**src/rtl/ex_alu_unit.sv**
```systemverilog
// rtl/ex_alu_unit.sv - EX-stage ALU with serial or barrel shifter (EX_ALU_BARREL_SHIFT_EN selects barrel)
module ex_alu_unit (
    input  logic        clk,
    input  logic        rst_n,
    input  logic [3:0]  alu_sel,
    input  logic [31:0] op_a,
    input  logic [31:0] op_b,
    input  logic        in_valid,
    output logic        in_ready,
    input  logic        flush,
    output logic        out_valid,
    input  logic        out_ready,
    output logic [31:0] result,
    output logic        zero,
    output logic        illegal,
    output logic        busy
);

    localparam logic [3:0] OP_AND  = 4'b0000;
    localparam logic [3:0] OP_OR   = 4'b0001;
    localparam logic [3:0] OP_ADD  = 4'b0010;
    localparam logic [3:0] OP_XOR  = 4'b0100;
    localparam logic [3:0] OP_SUB  = 4'b0110;
    localparam logic [3:0] OP_SLL  = 4'b0111;
    localparam logic [3:0] OP_SRL  = 4'b1000;
    localparam logic [3:0] OP_SRA  = 4'b1001;
    localparam logic [3:0] OP_SLT  = 4'b1010;
    localparam logic [3:0] OP_SLTU = 4'b1011;

    localparam logic [1:0] SH_NONE = 2'd0;
    localparam logic [1:0] SH_LL   = 2'd1;
    localparam logic [1:0] SH_RL   = 2'd2;
    localparam logic [1:0] SH_RA   = 2'd3;

    typedef enum logic [1:0] {IDLE, SHIFT, DONE} state_t;

    state_t      state_q, state_d;
    logic [31:0] result_q, result_d;
    logic [4:0]  cnt_q, cnt_d;
    logic [1:0]  shop_q, shop_d;
    logic        illegal_q, illegal_d;

    logic [31:0] alu_val;
    logic [31:0] step_val;
    logic [1:0]  shop_sel;
    logic        alu_ok;
    logic        accept;
    logic [4:0]  amt;

    assign amt       = op_b[4:0];
    assign in_ready  = !flush && ((state_q == IDLE) || ((state_q == DONE) && out_ready));
    assign accept    = in_valid && in_ready;
    assign out_valid = (state_q == DONE);
    assign result    = result_q;
    assign zero      = (result_q == 32'd0);
    assign illegal   = illegal_q;
`ifdef EX_ALU_BARREL_SHIFT_EN
    assign busy      = 1'b0;
`else
    assign busy      = (state_q == SHIFT);
`endif

    // Serial build loads op_a for shifts; the shift itself runs in SHIFT.
    always_comb begin
        alu_val  = 32'd0;
        alu_ok   = 1'b1;
        shop_sel = SH_NONE;
        case (alu_sel)
            OP_ADD:  alu_val = op_a + op_b;
            OP_SUB:  alu_val = op_a - op_b;
            OP_AND:  alu_val = op_a & op_b;
            OP_OR:   alu_val = op_a | op_b;
            OP_XOR:  alu_val = op_a ^ op_b;
            OP_SLT:  alu_val = {31'd0, ($signed(op_a) < $signed(op_b))};
            OP_SLTU: alu_val = {31'd0, (op_a < op_b)};
`ifdef EX_ALU_BARREL_SHIFT_EN
            OP_SLL: begin shop_sel = SH_LL; alu_val = op_a << amt; end
            OP_SRL: begin shop_sel = SH_RL; alu_val = op_a >> amt; end
            OP_SRA: begin shop_sel = SH_RA; alu_val = $unsigned($signed(op_a) >>> amt); end
`else
            OP_SLL: begin shop_sel = SH_LL; alu_val = op_a; end
            OP_SRL: begin shop_sel = SH_RL; alu_val = op_a; end
            OP_SRA: begin shop_sel = SH_RA; alu_val = op_a; end
`endif
            default: alu_ok = 1'b0;
        endcase
    end

    always_comb begin
        step_val = result_q;
        case (shop_q)
            SH_LL:   step_val = {result_q[30:0], 1'b0};
            SH_RL:   step_val = {1'b0, result_q[31:1]};
            SH_RA:   step_val = {result_q[31], result_q[31:1]};
            default: step_val = result_q;
        endcase
    end

    always_comb begin
        state_d   = state_q;
        result_d  = result_q;
        cnt_d     = cnt_q;
        shop_d    = shop_q;
        illegal_d = illegal_q;
        if (flush) begin
            state_d   = IDLE;
            illegal_d = 1'b0;
            cnt_d     = 5'd0;
        end else if (accept) begin
            illegal_d = !alu_ok;
            result_d  = alu_ok ? alu_val : 32'd0;
            shop_d    = shop_sel;
            state_d   = DONE;
`ifndef EX_ALU_BARREL_SHIFT_EN
            if ((shop_sel != SH_NONE) && (amt != 5'd0)) begin
                cnt_d   = amt;
                state_d = SHIFT;
            end
`endif
        end else begin
            case (state_q)
                SHIFT: begin
                    result_d = step_val;
                    cnt_d    = cnt_q - 5'd1;
                    if (cnt_q == 5'd1) state_d = DONE;
                end
                DONE: if (out_ready) state_d = IDLE;
                default: ;
            endcase
        end
    end

    always_ff @(posedge clk or negedge rst_n) begin
        if (!rst_n) begin
            state_q   <= IDLE;
            result_q  <= 32'd0;
            cnt_q     <= 5'd0;
            shop_q    <= SH_NONE;
            illegal_q <= 1'b0;
        end else begin
            state_q   <= state_d;
            result_q  <= result_d;
            cnt_q     <= cnt_d;
            shop_q    <= shop_d;
            illegal_q <= illegal_d;
        end
    end

endmodule

```
**config.mk**
```make
export PLATFORM = sky130hd
export DESIGN_NAME = ex_alu_unit
export DESIGN_NICKNAME = d
export VERILOG_FILES = /design/src/rtl/ex_alu_unit.sv
export SDC_FILE = /design/constraint.sdc
export NUM_CORES = 1
export LEC_CHECK = 0
export ABC_AREA = 1
export CAP_MARGIN = 5
export CORE_MARGIN = 1.5
export CORE_UTILIZATION = 45
export DETAILED_ROUTE_END_ITERATION = 12
export HOLD_SLACK_MARGIN = 0.15
export PLACE_DENSITY = 0.68
export SLEW_MARGIN = 20
export SYNTH_ARGS = -nofsm -noshare
export SYNTH_HDL_FRONTEND = slang
export SYNTH_SLANG_ARGS = --single-unit
export TNS_END_PERCENT = 5
```
**constraint.sdc**
```tcl
create_clock -name clk -period 1.75 [get_ports clk]
set_input_delay 0.35 -clock clk [delete_from_list [all_inputs] [get_ports clk]]
set_output_delay 0.35 -clock clk [all_outputs]
set_load 0.005 [all_outputs]
```
==> reports/qor.csv, run 1 <==
metric,value,unit
status,"complete, but fails checks",
violations,setup timing,
stdcell_count,2404,
final_area,0.0157,mm²
via_count,13200,
rows,52,
slew_headroom,62.6,%
synth_top_flop_cell,dfrtp_1,
tritoncts.num_buffers,5,
routed_wl,40.9,mm
arrival,2.16,ns
ys_ff_latch,42,
dp_hpwl,30.6,mm
die_w,146,µm
slew_violations,0,
synth_nets,1876,
async_flop_share,100,%
ys_seq_area_share,11.4,%
hold_path.class,input pin to async pin,
crit_buf_inv,5,
clock.fmax,504,MHz
clk_pin_slew,0.06,ns
htreeDepth,2,
drive_above_1_share,45.5,%
dr.pass1.iters,6,
finalWorstSetupSlack,-0.235,ns
finalCritPeriodShare,113,%
num_antenna_cells,0,
hold_buffers,0,
clock-sinks,42,
grtUsageTotal,35.8,%
powerDensity,629,mW/mm²
start_util,45.7,%
placed_cell_area,0.0132,mm²
slowest_delay,0.39,ns
portBuffers,109,
clk_path_buf_depth,2,
io_pins,110,
maxCapViolations,0,
dp.cells,2357,
ys_warn_count,0,
cp_max_fo,3,
cts_tree,done,
drt-initial-drc-count,1199,
die_h,146,µm
fin_crit,1.98,ns
layout_commonest_cell,nand2_1,
yosysTopAreaCell,nand2_1,
drc,0,
synthesis.area,0.00919,mm²
required,1.92,ns
routedWlPerCell,17.0,µm
syn_inst,1686,
synth_area_leaders,"nand2_1 (22%), ha_1 (16%), inv_1 (12%)",
worst_clock_skew,0.00455,ns
ys_types,43,
syn_area_per_cell,5.45,µm²
hold_viol,0,
fin_nets,2323,
synth_edf_count,0,
gr-total-overflow,0,
path_common_cell,nand3_2,
yosys.area.top_type_share,22.4,%
path_cells,buf_6 > inv_2 > buf_6 > fa_2 > inv_2 > nand3_2 > nand3_2 > nand3_1 > nand3_2 > buf_4 > nand2_1 > nand3_1 > nand3b_1 > o21ai_2 > a21oi_1,
start_kind,input pin,
path_delay_family,simple AND/OR/NAND/NOR gates,
setup_viol,30,
mostFrequentLayoutCells,"nand2_1 (382), buf_4 (358), inv_1 (204)",
gp_congestion,1.07,
grt_max_degree,43,
rsz0062_at_grt,true,
grt_pass1_vias,12200,
die_area,0.0213,mm²
final_antenna_net_count,0,
clk_latency,0.29,ns
area_delta_synth_final,71.1,%
leakagePower,8.42,nW
holdWs,0.119,ns
antenna_found_initial,0,
grt_pass1_wl,61.7,mm
peakVddDrop,455,µV
via_per_inst,5.50,
crit_type,input pin to flip-flop,
end_kind,flip-flop,
tightest_slew,0.561,ns
clock-root-buffer,clkbuf_16,
core_region_area,0.0201,mm²
cp_slowest_cell,fa_2,
## power by group
part | internal [mW] | leakage [nW] | switching, mW
Combinational | 3.39 | 7.86 | 3.71
Sequential | 1.40 | 0.484 | 0.336
Clock | 0.675 | 0.0781 | 0.380
Total | 5.46 | 8.42 | 4.43
## what timing repair did
item / CTS / global route
setup buffers: 6 / 34
gates resized for setup: 302 / 509
endpoints found under the setup margin: 43 / 40
pin swaps: 62 / 176
## area by class of cell
class | instances | area, µm²
flip-flops and latches | 42 | 1050
multi-input cells | 1262 | 8770
fillers | 1475 | 4380
repair buffers | 500 | 4160
clock inverters | 1 | 30.0
clock buffers | 7 | 133
inverters | 322 | 1240
well taps | 270 | 338
## routing by layer
layer	share of wire (%)	GRT usage, %	vias to the layer above	wire length, µm
li1	-	-	6230	-
met1	41	47.8	6057	16700
met2	46	59.5	764	18900
met3	8.7	4.33	163	3570
met4	4.2	12.6	0	1740
met5	0	0	-	0
## metrics by stage
stage	utilization (%)	power, mW	TNS, ns	worst slack [ns]
2_1_floorplan	-	4.30	-1.97	-0.106
3_3_place_gp	65.6	7.38	-34.63	-1.16
3_5_place_dp	65.6	7.50	-35.61	-1.16
4_1_cts	71.7	9.05	-12.35	-0.469
5_1_grt	78.2	10.5	-6.84	-0.292
6_report	78.2	9.89	-3.78	-0.235
## cells in the mapped netlist (4+ instances only)
cell type,number
a211oi_1,14
a21oi_1,106
a22oi_1,6
a31oi_1,8
buf_2,31
clkbuf_1,17
clkbuf_2,6
dfrtp_1,42
ha_1,115
inv_1,304
inv_2,17
nand2_1,549
nand3_1,126
nand3b_1,4
nand4_1,17
nor2_1,144
nor2_2,8
nor3_1,13
nor4_1,10
o211ai_1,5
o21ai_0,53
o21ai_1,4
o21bai_1,6
o221ai_1,5
o22ai_1,41
o31ai_1,4
xor2_1,5
## cells by family after synthesis
family,share of synthesized area (%)
XOR/XNOR,0.572
buffers and inverters,16.2
adder cells (fa/ha/maj),16.1
AND/OR/NAND/NOR,39.6
flip-flops,11.4
AO/OA/AOI/OAI,16.1
## state kept, by name, indices dropped and copies added, names as in the netlist
register and cells:
cnt_q 5, illegal 1, state_q 2, result 32, shop_q 2
## final timing paths
path / from / end / slack [ns] / cells past startpoint
hold / removal: rst_n / state_q[1] / 0.12 / 2
max in group asynchronous: rst_n / result[21] / 1.23 / 2
hold reg to reg: illegal / illegal / 0.52 / 2
min in group clk: op_b[0] / cnt_q[0] / 0.41 / 3
setup reg to reg: state_q[1] / result[25] / 0.02 / 9
setup / recovery: op_b[1] / result[12] / -0.23 / 15
No activity file was read; power rests on OpenSTA's default activity.
==> run 2, diff against run 1 <==
- DONT_BUFFER_PORTS: default -> 1
- PLACE_DENSITY: 0.68 -> 0.61
==> run 2 against run 1 <==
Against the previous run: the run still ends with setup timing left; via count is 12% lower; sequential share of layout area is 1.6 points higher; setup slack better by 0.059 ns; cell count is 8.9% lower.
==> reports/qor.csv, run 2 (synthesized netlist as in run 1, its figures left out) <==
metric,value,unit
stdcell_count,2189,
r2r-start,state_q[1],
antenna_found_initial,0,
portBuffers,0,
fin_nets,2108,
largest_reg_flops,32,
clk_pin_slew,0.06,ns
rsz0062_at_grt,true,
tritoncts.num_buffers,5,
p_seq_share,27.1,%
via_count,11700,
layout_commonest_cell,nand2_1,
arrival,2.10,ns
dp.cells,2172,
cts_tree,done,
clk_path_buf_depth,2,
end_kind,flip-flop,
clock.fmax,519,MHz
tightest_slew,0.583,ns
grt_max_degree,43,
routedWlPerCell,17.0,µm
clkPwrFrac,12.6,%
drt-initial-drc-count,1066,
fillers,2005,
grt_pass1_wl,58.1,mm
powerDensity,593,mW/mm²
grtUsageTotal,34.5,%
rows,52,
area_delta_synth_final,37.6,%
p_int,3.89,mW
fin_crit,1.93,ns
p_sw,3.61,mW
peakVddDrop,350,µV
drive_above_1_share,27.1,%
r2r_setup_slack,0.13,ns
io_pins,110,
core_region_area,0.0201,mm²
hp-start,flush,
clock-root-buffer,clkbuf_16,
hold_path_depth,3,
finalWorstSetupSlack,-0.176,ns
final_antenna_net_count,0,
maxCapViolations,0,
drc,0,
leakagePower,6.86,nW
swShare,48.1,%
num_antenna_cells,0,
mostFrequentLayoutCells,"nand2_1 (503), inv_1 (290), buf_4 (272)",
dp_hpwl,31.0,mm
reg2reg_depth,9,
gp_congestion,1.01,
clk_latency,0.29,ns
gr-total-overflow,0,
slew_violations,0,
hold_end,cnt_q[3],
setup_viol,28,
combPwrFrac,60.3,%
die_w,146,µm
worst_clock_skew,0.00355,ns
via_per_inst,5.32,
routed_wl,37.3,mm
violations,setup timing,
regToRegEndpoint,result[26],
start_kind,input pin,
status,"complete, but fails checks",
start_util,45.7,%
hold_viol,0,
die_h,146,µm
cp_max_fo,3,
htreeDepth,2,
finalCritPeriodShare,110,%
final_util,62.9,%
holdWs,0.286,ns
crit_type,input pin to flip-flop,
slew_headroom,60.9,%
required,1.93,ns
clock-sinks,42,
grt_pass1_vias,11000,
hold_path.class,input pin to flip-flop,
die_area,0.0213,mm²
dr.pass1.iters,6,
[run 2: changes by cell type in the layout (fill, tap and decap cells not counted), moves of 31 or more]
cell / before / now
buf_4: 358 / 272
inv_1: 204 / 290
nand2_1: 382 / 503
inv_2: 107 / 28
nand2_2: 138 / 42
clkbuf_2: 33 / 0
nor2_4: 39 / 7
clkdlybuf4s50_1: 34 / 0
buf_6: 33 / 2
[run 2: power groups by stage]
| stage | Combinational [mW] | Clock, mW | Sequential, mW |
|---|---|---|---|
| floorplan | 2.46 | 0 | 1.84 |
| global placement | 4.00 | 0 | 1.99 |
| detailed placement | 4.04 | 0 | 2.00 |
| CTS | 4.32 | 0.948 | 2.01 |
| global route | 4.99 | 0.978 | 2.09 |
| finish | 4.52 | 0.942 | 2.03 |
[run 2: worst max-delay path by stage]
| stage | startpoint | end | slack [ns] |
|---|---|---|---|
| CTS | op_b[3] | result[7] | -0.09 |
| finish | op_a[1] | result[8] | -0.18 |
| detailed placement | op_a[4] | result[7] | -0.77 |
| floorplan | op_a[0] | result[0] | -0.11 |
| global placement | op_a[4] | result[7] | -0.81 |
| global route | op_a[1] | result[8] | -0.28 |
[run 2: repair_timing]
| item | CTS | global route |
|---|---|---|
| hold buffers | 2 | 0 |
| setup endpoints to repair | 31 | 38 |
| pin swaps | 32 | 24 |
| gates resized for setup | 149 | 69 |
| hold endpoints to repair | 42 | 0 |
| setup buffers | 1 | 6 |
[run 2: per-layer routing]
layer	track usage (%)	part of all wire [%]
met1	48.9	45
met2	55.0	43
met3	4.80	8.9
met4	8.32	2.4
met5	0	0
[run 2: cell type report]
type	instances	area, µm²	share of cell area, %
multi-input combinational	1262	7600	60.1
clock inverter	1	5.00	0.0396
tap	270	338	2.67
timing repair buffer	285	2270	18.0
clock buffer	7	143	1.13
inverter	322	1230	9.71
sequential	42	1050	8.32
[run 2: metrics by stage]
step / setup slack, ns / TNS (ns) / instance area [µm²] / power (mW)
final: -0.176 / -3.03 / 12600 / 7.50
after global routing: -0.278 / -6.27 / 12600 / 8.06
after detailed placement: -0.770 / -17.00 / 11500 / 6.04
after floorplan: -0.106 / -1.97 / 9300 / 4.30
after global placement: -0.813 / -16.56 / 11500 / 5.99
after CTS: -0.0938 / -1.65 / 12300 / 7.27
[run 2: critical path, cell delays in order]
cell and delay (ns):
inv_1 0.07, buf_4 0.15, fa_2 0.41, inv_4 0.11, nand3_4 0.07, nand3_4 0.08, nand2_1 0.07, nand2_2 0.10
nand2_1 0.06, nand3_1 0.07, nand2_1 0.07, o31ai_2 0.27, buf_4 0.16, a21oi_1 0.05
